--- src/rtl/spi_slave_port.sv ---
// Mode-0 SPI slave (CPOL=0, CPHA=0) oversampled in the clk_i domain, full duplex, WIDTH-bit frames.
// Latency: inputs reach edge detect after SYNC_STAGES+1 cycles; rx_valid_o one cycle after the last detected sclk rise.
// Backpressure: one-entry tx buffer (tx_ready_o = buffer empty); rx words are a fire-and-forget pulse.
//
// Ports: clk_i/rst_i (sync, active-high); sclk_i/cs_n_i/mosi_i async SPI inputs; miso_o;
//        tx_data_i/tx_valid_i/tx_ready_o transmit handshake; rx_data_o/rx_valid_o received word;
//        tx_underrun_o pulses when a frame starts with an empty buffer.
// Build option: define SPI_SLAVE_LSB_FIRST_EN to shift both directions LSB-first (default MSB-first).
module spi_slave_port #(
    parameter int WIDTH       = 8,
    parameter int SYNC_STAGES = 2
) (
    input  logic             clk_i,
    input  logic             rst_i,
    input  logic             sclk_i,
    input  logic             cs_n_i,
    input  logic             mosi_i,
    output logic             miso_o,
    input  logic [WIDTH-1:0] tx_data_i,
    input  logic             tx_valid_i,
    output logic             tx_ready_o,
    output logic [WIDTH-1:0] rx_data_o,
    output logic             rx_valid_o,
    output logic             tx_underrun_o
);

    localparam int CNT_W = (WIDTH > 1) ? $clog2(WIDTH) : 1;
    localparam logic [CNT_W-1:0] LAST_BIT = CNT_W'(WIDTH - 1);

    typedef enum logic [1:0] {
        ST_IDLE,
        ST_LOAD,
        ST_SHIFT
    } state_t;

    // Synchronizers plus one extra registered copy for edge detection.
    logic [SYNC_STAGES-1:0] sclk_sync_q, cs_sync_q, mosi_sync_q;
    logic                   sclk_prev_q, cs_prev_q;

    always_ff @(posedge clk_i) begin
        if (rst_i) begin
            sclk_sync_q <= '0;
            cs_sync_q   <= '1;
            mosi_sync_q <= '0;
            sclk_prev_q <= 1'b0;
            cs_prev_q   <= 1'b1;
        end else begin
            sclk_sync_q <= {sclk_sync_q[SYNC_STAGES-2:0], sclk_i};
            cs_sync_q   <= {cs_sync_q[SYNC_STAGES-2:0], cs_n_i};
            mosi_sync_q <= {mosi_sync_q[SYNC_STAGES-2:0], mosi_i};
            sclk_prev_q <= sclk_sync_q[SYNC_STAGES-1];
            cs_prev_q   <= cs_sync_q[SYNC_STAGES-1];
        end
    end

    logic sclk_s, cs_s, mosi_s;
    logic sclk_rise, sclk_fall, cs_rise, cs_fall;

    assign sclk_s    = sclk_sync_q[SYNC_STAGES-1];
    assign cs_s      = cs_sync_q[SYNC_STAGES-1];
    assign mosi_s    = mosi_sync_q[SYNC_STAGES-1];
    assign sclk_rise = sclk_s & ~sclk_prev_q;
    assign sclk_fall = ~sclk_s & sclk_prev_q;
    assign cs_rise   = cs_s & ~cs_prev_q;
    assign cs_fall   = ~cs_s & cs_prev_q;

    state_t           state_q, state_d;
    logic             defer_q, defer_d;      // LOAD must wait for the sclk fall that ends the previous frame
    logic [CNT_W-1:0] cnt_q, cnt_d;
    logic [WIDTH-1:0] rx_sh_q, rx_sh_d;
    logic [WIDTH-1:0] tx_sh_q, tx_sh_d;
    logic [WIDTH-1:0] rx_data_q, rx_data_d;
    logic             rx_valid_q, rx_valid_d;
    logic             und_q, und_d;
    logic [WIDTH-1:0] buf_q, buf_d;
    logic             full_q, full_d;

    logic             load_go;
    logic             tx_accept;
    logic [WIDTH-1:0] rx_next, tx_next;
    logic             tx_bit;

`ifdef SPI_SLAVE_LSB_FIRST_EN
    assign rx_next = {mosi_s, rx_sh_q[WIDTH-1:1]};
    assign tx_next = {1'b0, tx_sh_q[WIDTH-1:1]};
    assign tx_bit  = tx_sh_q[0];
`else
    assign rx_next = {rx_sh_q[WIDTH-2:0], mosi_s};
    assign tx_next = {tx_sh_q[WIDTH-2:0], 1'b0};
    assign tx_bit  = tx_sh_q[WIDTH-1];
`endif

    always_comb begin
        state_d    = state_q;
        defer_d    = defer_q;
        cnt_d      = cnt_q;
        rx_sh_d    = rx_sh_q;
        tx_sh_d    = tx_sh_q;
        rx_data_d  = rx_data_q;
        rx_valid_d = 1'b0;
        und_d      = 1'b0;
        load_go    = 1'b0;

        if (cs_rise) begin
            // Abort: partial rx word and any loaded tx word are dropped.
            state_d = ST_IDLE;
            defer_d = 1'b0;
        end else begin
            case (state_q)
                ST_IDLE: begin
                    if (cs_fall) begin
                        state_d = ST_LOAD;
                        defer_d = 1'b0;
                    end
                end
                ST_LOAD: begin
                    if (!defer_q || sclk_fall) begin
                        load_go = 1'b1;
                        tx_sh_d = full_q ? buf_q : '0;
                        und_d   = ~full_q;
                        rx_sh_d = '0;
                        cnt_d   = '0;
                        state_d = ST_SHIFT;
                    end
                end
                ST_SHIFT: begin
                    if (sclk_rise) begin
                        rx_sh_d = rx_next;
                        cnt_d   = cnt_q + 1'b1;
                        if (cnt_q == LAST_BIT) begin
                            rx_data_d  = rx_next;
                            rx_valid_d = 1'b1;
                            state_d    = ST_LOAD;
                            defer_d    = 1'b1;
                        end
                    end else if (sclk_fall) begin
                        tx_sh_d = tx_next;
                    end
                end
                default: state_d = ST_IDLE;
            endcase
        end
    end

    // LOAD sees the old full flag, so a same-cycle write only lands in an empty buffer and waits for the next frame.
    assign tx_accept = tx_valid_i & ~full_q;
    assign full_d    = tx_accept | (full_q & ~load_go);
    assign buf_d     = tx_accept ? tx_data_i : buf_q;

    always_ff @(posedge clk_i) begin
        if (rst_i) begin
            state_q    <= ST_IDLE;
            defer_q    <= 1'b0;
            cnt_q      <= '0;
            rx_sh_q    <= '0;
            tx_sh_q    <= '0;
            rx_data_q  <= '0;
            rx_valid_q <= 1'b0;
            und_q      <= 1'b0;
            buf_q      <= '0;
            full_q     <= 1'b0;
        end else begin
            state_q    <= state_d;
            defer_q    <= defer_d;
            cnt_q      <= cnt_d;
            rx_sh_q    <= rx_sh_d;
            tx_sh_q    <= tx_sh_d;
            rx_data_q  <= rx_data_d;
            rx_valid_q <= rx_valid_d;
            und_q      <= und_d;
            buf_q      <= buf_d;
            full_q     <= full_d;
        end
    end

    assign miso_o        = ~cs_s & tx_bit;
    assign tx_ready_o    = ~full_q;
    assign rx_data_o     = rx_data_q;
    assign rx_valid_o    = rx_valid_q;
    assign tx_underrun_o = und_q;

endmodule

--- config.mk ---
export PLATFORM = sky130hd
export DESIGN_NAME = spi_slave_port
export DESIGN_NICKNAME = d
export VERILOG_FILES = /design/src/rtl/spi_slave_port.sv
export SDC_FILE = /design/constraint.sdc
export NUM_CORES = 1
export LEC_CHECK = 0
export ABC_CLOCK_PERIOD_IN_PS = 2200
export CORE_MARGIN = 1
export CORE_UTILIZATION = 54
export DETAILED_ROUTE_END_ITERATION = 6
export MAX_ROUTING_LAYER = met4
export PLACE_DENSITY = 0.76
export SKIP_CTS_REPAIR_TIMING = 1
export SYNTH_ARGS = -nofsm -noshare
export SYNTH_HDL_FRONTEND = slang
export SYNTH_SLANG_ARGS = --single-unit
--- constraint.sdc ---
create_clock -name clk_i -period 2.2 [get_ports clk_i]
set_input_delay 0.33 -clock clk_i [delete_from_list [all_inputs] [get_ports clk_i]]
set_output_delay 0.33 -clock clk_i [all_outputs]
set_load 0.05 [all_outputs]
* After elaboration in Yosys (flattened, before gate mapping)
Index checks and enable logic that the tools add are counted.
Word-level totals: output and inout bits 12, logic and storage cells 81, register bits after elaboration 48
Cells by class: muxes and demuxes 24, bitwise operators 19, add/subtract/negate cells 1, reductions and logical operators 13, equality and inequality tests 9
Operator list (number):
- $mux 8 | 4
- $pmux 8 s2 | 1
- $reduce_and 4->1 | 4
- $mux 7 | 2
- $pmux 7 s2 | 1
- $ne 2x2->1 const B | 6
- $not 1->1 | 11
- $mux 2 | 4
- $reduce_or 4->1 | 2
- $and 1x1->1 | 7
- $mux 1 | 7
- $mux 3 | 2
- $pmux 2 s3 | 1
- $pmux 3 s2 | 1
- $reduce_and 5->1 | 1
- $reduce_bool 2->1 | 2
- $add 3x1->3 const B | 1
- $eq 3x3->1 const B | 1
- $eq 2x1->1 const B | 1
- $eq 2x2->1 const B | 1
- $logic_not 2->1 | 1
- $pmux 1 s2 | 1
- $reduce_or 2->1 | 1
- $logic_not 1->1 | 1
- other kinds (2) | 2

* Logic depth before layout (Yosys ltp)
Gate-level depths: netlist (run 1).
depth in word-level cells 9, depth in mapped cells 8, gate-level depth less buffers 6

* Least setup slack after synthesis (run 1)
OpenSTA, ideal clock, no wires.
path kind register to register, start point register state_q[0], end point register tx_sh_q[5], cell stages (with the launch flop) 8, buffers on the path 1, data arrival time 1.479 ns, period minus slack after synthesis 1.567 ns, setup time 0.088 ns, setup slack 0.633 ns, required time 2.112 ns, cell sequence dfxtp_1 > inv_1 > ha_1 > and3b_4 > a21oi_4 > buf_6 > a21oi_2 > a311oi_2
On the way: longest elaborated chain between the ends 3, elaborated cells between the ends (all ways) 8, those cells by class 5 x eq/ne; 1 x mux; 2 x reduce/logical
Ends and longest elaborated chain:
- start: declaration | RTL line 67 | state_t state_q, state_d;
- start signal: assignment | RTL line 163 | state_q <= state_d;
- $eq 2x2->1 or $eq 2x1->1 (tied branches) | RTL line 109 | case (state_q)
- $ne 2x2->1 (no line) or $reduce_bool 2->1 (tied branches)
- $reduce_and 5->1 (no line)
- end signal: assignment | RTL line 167 | tx_sh_q <= tx_sh_d;
- end: declaration | RTL line 71 | logic [WIDTH-1:0] tx_sh_q, tx_sh_d;
Several ways; a longest one is shown, not always the timed one. A chain may end at the register's enable or synchronous reset.

* Worst setup path in the final report (run 1)
start point register full_q, end point output tx_ready_o
On the way: longest elaborated chain between the ends 1
Ends and longest elaborated chain:
- start: declaration | RTL line 76 | logic full_q, full_d;
- start signal: assignment | RTL line 172 | full_q <= full_d;
- $not 1->1 | RTL line 177 | assign tx_ready_o = ~full_q;
- end: declaration | RTL line 21 | output logic tx_ready_o,
Every way passes these cells.

==> results.json, run 1 <==
{
  "antenna_cells_inserted": 0,
  "fp.dieArea_um2": 3981,
  "path_class": "flop to output port",
  "drt-initial-drc-count": 132,
  "path_buf_inv": 2,
  "worstPathCellList": "inv_2, clkdlybuf4s50_1",
  "syn_to_final_growth_pct": 18.68,
  "crit_fanout": 10,
  "synth.top_cells.by_count": "dfxtp_1 (48), nand2_1 (22), a21oi_1 (19)",
  "worstRegToRegCells": 6,
  "met1_length_um": 1838,
  "clk_transition_reported_paths_ns": 0.09,
  "most_frequently_used_flop_master_after_synthesis": "dfxtp_1",
  "wire_length_of_the_first_global_routing_pass_um": 7383,
  "timing.critical_path.required_ns": 1.87,
  "worst_setup_path_startpoint": "full_q",
  "register_bit_count_reported_by_yosys": 48,
  "total_placed_instance_area_um2": 2300,
  "worst_path_dominant_cell_family": "buffers and inverters",
  "holdCritPathClass": "flop to flop",
  "number_of_antenna_violations_at_the_first_check_in_global_routing": 0,
  "postRouteAntennaNets": 0,
  "synth.area.top_cells": "dfxtp_1 (48%), a21oi_1 (4.7%), ha_1 (4.3%), nand2_1 (4.1%), mux2i_1 (4.0%)",
  "critical_path_arrival_ns": 1.68,
  "finish.net_count": 251,
  "rrSetupSlack_ns": 0.30,
  "most_repeated_cell_in_the_gate_level_netlist_after_synthesis": "dfxtp_1",
  "route.met2.wl_um": 2174,
  "report.power.total_w": 0.002115,
  "yosysWarnings": 0,
  "power-per-cell-area_nw_per_um2": 884.2,
  "timing.slew.headroom_pct": 58.61,
  "cts_sinks": 48,
  "clock_latency_ns": 0.30,
  "crit_path_start_kind": "flop",
  "dp_worst_setup_slack_ns": 0.3368,
  "drv_slew": 0,
  "postSynthNetCount": 225,
  "max_cap_viol_count": 0,
  "worst_hold_startpoint": "cs_sync_q[0]",
  "clock_tree.root_cell": "clkbuf_8",
  "vias_in_the_first_global_route": 1607,
  "rr_endpoint": "tx_sh_q[2]",
  "critical-path-slowest-cell": "clkdlybuf4s50_1",
  "gr-total-overflow": 0,
  "post_route_cells_drive_above_1_share_pct": 11.26,
  "top_signal_layer_used": "met4",
  "finalWirelength_um": 4374,
  "tritoncts": "done",
  "crit-reg2reg-launch": "state_q[0]",
  "initial_core_util_pct": 58.56,
  "route.met3.wl_um": 291,
  "count_of_flip_flops_with_a_built_in_enable_after_synthesis": 0,
  "clock_tree.buffer_depth": 2,
  "synth_async_sr_flop_share_pct": 0,
  "synth-seq-area-share_pct": 47.67,
  "critical_path.max_stage_delay_ns": 0.71,
  "top_level_ports": 26,
  "hpwl_um": 3209,
  "placeableCoreArea_um2": 3442,
  "gr_usage_total_pct": 25.41,
  "number_of_port_buffers": 25,
  "drcViolationCount": 0,
  "synthCells": 204,
  "p_leak_nw": 0.9256,
  "finish.instance_area_um2": 2392,
  "die-width_um": 63.10,
  "vdd.ir_drop.worst_mv": 0.5291,
  "number_of_clock_buffers_inserted_by_tritoncts": 5,
  "syn_area_per_cell_um2": 9.881,
  "first_pass_iters": 5,
  "num_rows": 21,
  "route.detailed.vias_per_inst": 5.791,
  "post-synth-top-area-cell": "dfxtp_1",
  "finalClockSkew_ns": 0.005048,
  "fin_util_pct": 69.50,
  "fin_ws_ns": 0.1938,
  "die_height_um": 63.10,
  "cts_htree_levels": 2,
  "synth_unique_cells": 39,
  "yosysTopAreaCellShare_pct": 47.67,
  "globalplace.congestion": 0.8485,
  "hold_depth": 1,
  "finalCritPeriodShare_pct": 91.19,
  "finalSetupViolations": 0,
  "run_status": "completed",
  "period_needed_ns": 2.006,
  "routed-via-count": 1604,
  "max_clock_freq_mhz": 498.5,
  "grt_setup_unrepaired": "no",
  "timing.hold.worst_endpoint": "cs_sync_q[1]",
  "timing.critical_path.to_type": "output port",
  "final_count_of_hold_timing_violations": 0,
  "total_negative_slack_ns": 0,
  "grt_start_max_net_pins": 21,
  "drt-wirelength-per-cell_um": 15.79,
  "tightest_slew_ns": 0.6195,
  "synth.cell_area_um2": 2016
}
==> logic make-up after synthesis <==
group	Yosys count	share of synthesized area, %
simple gates	70	18.50
buf+inv	15	4.220
mux	8	3.973
flops	48	47.67
fa+ha+maj	7	4.345
compound gates	56	21.29
==> cell type report <==
class | count | area, um2
tap | 46 | 57.56
sequential | 48 | 960.9
clock inverter | 2 | 10.01
timing repair buffer | 29 | 292.8
multi-input combinational | 141 | 969.7
clock buffer | 6 | 82.58
inverter | 5 | 18.77
fill | 274 | 1050
==> worst max-delay path by stage <==
stage          depth (start not counted)          to  slack (ns)
2_1_floorplan                          7  tx_sh_q[5]        0.63
3_3_place_gp                           4  state_q[1]        0.45
3_5_place_dp                           6  tx_sh_q[2]        0.34
6_report                               2  tx_ready_o        0.19
5_1_grt                                2  tx_ready_o        0.13
4_1_cts                                2  tx_ready_o        0.19
==> where the power goes <==
part | internal, W | switching (W)
Clock | 0.000251 | 0.000286
Sequential | 0.000957 | 0.0000536
Combinational | 0.000233 | 0.000335
Total | 0.00144 | 0.000674
==> registers in the layout, indices dropped and copies added, names as in the netlist, 2 cells and up <==
register,flops
buf_q,8
cnt_q,3
cs_sync_q,2
mosi_sync_q,2
rx_data_o,8
rx_sh_q,7
sclk_sync_q,2
state_q,2
tx_sh_q,8
==> metal layers <==
layer  track usage [%]  vias up
met5                 -        -
met2             40.86       57
met3             5.978        9
li1                  -      776
met1             29.39      762
met4             13.08        0
==> metrics by stage <==
step                      hold WS [ns]  cells
final                           0.4208    277
after global routing            0.4447    277
after CTS                       0.4322    277
after detailed placement        0.4125    269
after global placement          0.4082    269
after floorplan                 0.3832    204
==> cell usage in the layout (no fill, tap or decap), types with 2 or more instances in the layout <==
cell type        Yosys  final
a22o_1               7      7
or2_1                3      3
dfxtp_1             48     48
inv_1                4      4
a311o_1              2      2
clkinv_2             0      2
a21oi_4              2      2
a21oi_2              2      2
and2_1               7      7
buf_4                1      3
ha_1                 7      7
a31oi_1              7      7
nand3_1              2      2
nor2_1              13     13
clkdlybuf4s50_1      0     25
nand4_1              3      3
clkbuf_8             0      6
o21ai_0              3      3
nand2b_1             6      6
nor2b_1              8      8
nand2_1             22     22
a311oi_1             5      5
a311oi_2             2      2
a21oi_1             19     19
mux2i_1              8      8
(Power assumes the default switching activity.)
==> run 2, diff against run 1 <==
CORE_MARGIN = 2   (was 1)
==> results.json, run 2 (same netlist as run 1, synthesis figures left out) <==
{
  "first_pass_iters": 4,
  "most-common-layout-cells": "dfxtp_1 (48), clkdlybuf4s50_1 (25), nand2_1 (22)",
  "rr_endpoint": "tx_sh_q[2]",
  "number_of_clock_buffers_inserted_by_tritoncts": 5,
  "worstRegToRegCells": 6,
  "drv_slew": 0,
  "post_route_cells_drive_above_1_share_pct": 11.21,
  "cts_htree_levels": 2,
  "drt-initial-drc-count": 70,
  "grt_start_max_net_pins": 18,
  "route.detailed.vias_per_inst": 5.575,
  "rrSetupSlack_ns": 0.35,
  "final_common_cell": "dfxtp_1",
  "max_clock_freq_mhz": 496.0,
  "grt_setup_unrepaired": "no",
  "antenna_cells_inserted": 0,
  "die-width_um": 65.10,
  "finish.net_count": 252,
  "period_needed_ns": 2.016,
  "worst_hold_startpoint": "cs_sync_q[0]",
  "gr_usage_total_pct": 22.24,
  "drcViolationCount": 0,
  "gr-total-overflow": 0,
  "vias_in_the_first_global_route": 1558,
  "globalplace.congestion": 0.9335,
  "die_height_um": 65.10,
  "placeableCoreArea_um2": 3633,
  "cts_sinks": 48,
  "timing.slew.headroom_pct": 63.79,
  "hpwl_um": 2883,
  "tritoncts": "done",
  "wire_length_of_the_first_global_routing_pass_um": 6982,
  "routed-via-count": 1561,
  "report.power.total_w": 0.002181,
  "p_leak_nw": 0.9346,
  "fp.dieArea_um2": 4237,
  "critical_path_arrival_ns": 1.69,
  "hold_depth": 1,
  "max_cap_viol_count": 0,
  "path_class": "flop to output port",
  "syn_to_final_growth_pct": 19.93,
  "total_negative_slack_ns": 0,
  "timing.critical_path.required_ns": 1.87,
  "crit_fanout": 10,
  "crit_path_start_kind": "flop",
  "top_level_ports": 26,
  "timing.hold.worst_endpoint": "cs_sync_q[1]",
  "initial_core_util_pct": 55.48,
  "holdCritPathClass": "flop to flop",
  "number_of_port_buffers": 25,
  "timing.critical_path.to_type": "output port",
  "crit-reg2reg-launch": "state_q[0]",
  "clock_tree.root_cell": "clkbuf_8",
  "clk_transition_reported_paths_ns": 0.08,
  "power-per-cell-area_nw_per_um2": 902.1,
  "finish.instance_area_um2": 2417,
  "finalCritPeriodShare_pct": 91.65,
  "num_rows": 22,
  "run_status": "completed",
  "drt-wirelength-per-cell_um": 14.09,
  "finalWirelength_um": 3944,
  "finalSetupViolations": 0,
  "total_placed_instance_area_um2": 2310,
  "final_count_of_hold_timing_violations": 0,
  "clock_tree.buffer_depth": 2,
  "clock_latency_ns": 0.30,
  "tightest_slew_ns": 0.5420,
  "finalClockSkew_ns": 0.006558,
  "vdd.ir_drop.worst_mv": 0.6064,
  "number_of_antenna_violations_at_the_first_check_in_global_routing": 0,
  "postRouteAntennaNets": 0
}
==> run 2: cell types whose count changed in the layout (fill, tap and decap cells not counted) <==
cell / delta
clkbuf_1: +1
clkbuf_8: -1
buf_4: +1
clkinv_2: -1
bufinv_16: +1
==> run 2: through the flow <==
step | worst slack, ns | utilization (%) | hold slack [ns] | instances
after detailed placement | 0.3547 | 63.57 | 0.3906 | 272
after CTS | 0.1612 | 66.53 | 0.4095 | 280
after floorplan | 0.6328 | - | 0.3832 | 204
final | 0.1838 | 66.53 | 0.4086 | 280
after global placement | 0.4857 | 63.57 | 0.3877 | 272
after global routing | 0.09284 | 66.53 | 0.4632 | 280
==> run 2: worst max-delay path: stages, from the launching register on <==
cell and delay [ns]:
dfxtp_1 0.55, inv_2 0.12, clkdlybuf4s50_1 0.72
==> run 2: worst max-delay path by stage <==
stage / start / end / slack, ns / depth (start not counted)
after floorplan: state_q[0] / tx_sh_q[5] / 0.63 / 7
after global placement: state_q[1] / rx_sh_q[0] / 0.49 / 7
after detailed placement: state_q[0] / tx_sh_q[2] / 0.35 / 6
after CTS: full_q / tx_ready_o / 0.16 / 2
after global routing: full_q / tx_ready_o / 0.09 / 2
final: full_q / tx_ready_o / 0.18 / 2
==> run 2: per-layer routing <==
metal	share of wire (%)	up-vias	GRT usage (%)	wire (um)
met5	0	-	-	0
met4	2.4	0	11.46	95
met2	48	35	33.89	1887
met3	4.2	10	6.678	164
li1	-	780	-	-
met1	46	736	26.80	1795
==> run 2: where the power goes <==
part	internal (W)	leakage [nW]	switching, W
clock	0.000337	0.0552	0.000286
combinational	0.000233	0.489	0.000316
sequential	0.000957	0.391	0.0000507
==> run 2: area by class of cell <==
class,instances,area [um2]
timing repair buffer,30,300.3
multi-input combinational,141,969.7
fill,318,1216
inverter,5,18.77
clock buffer,6,72.57
tap,48,60.06
sequential,48,960.9
clock inverter,2,35.03
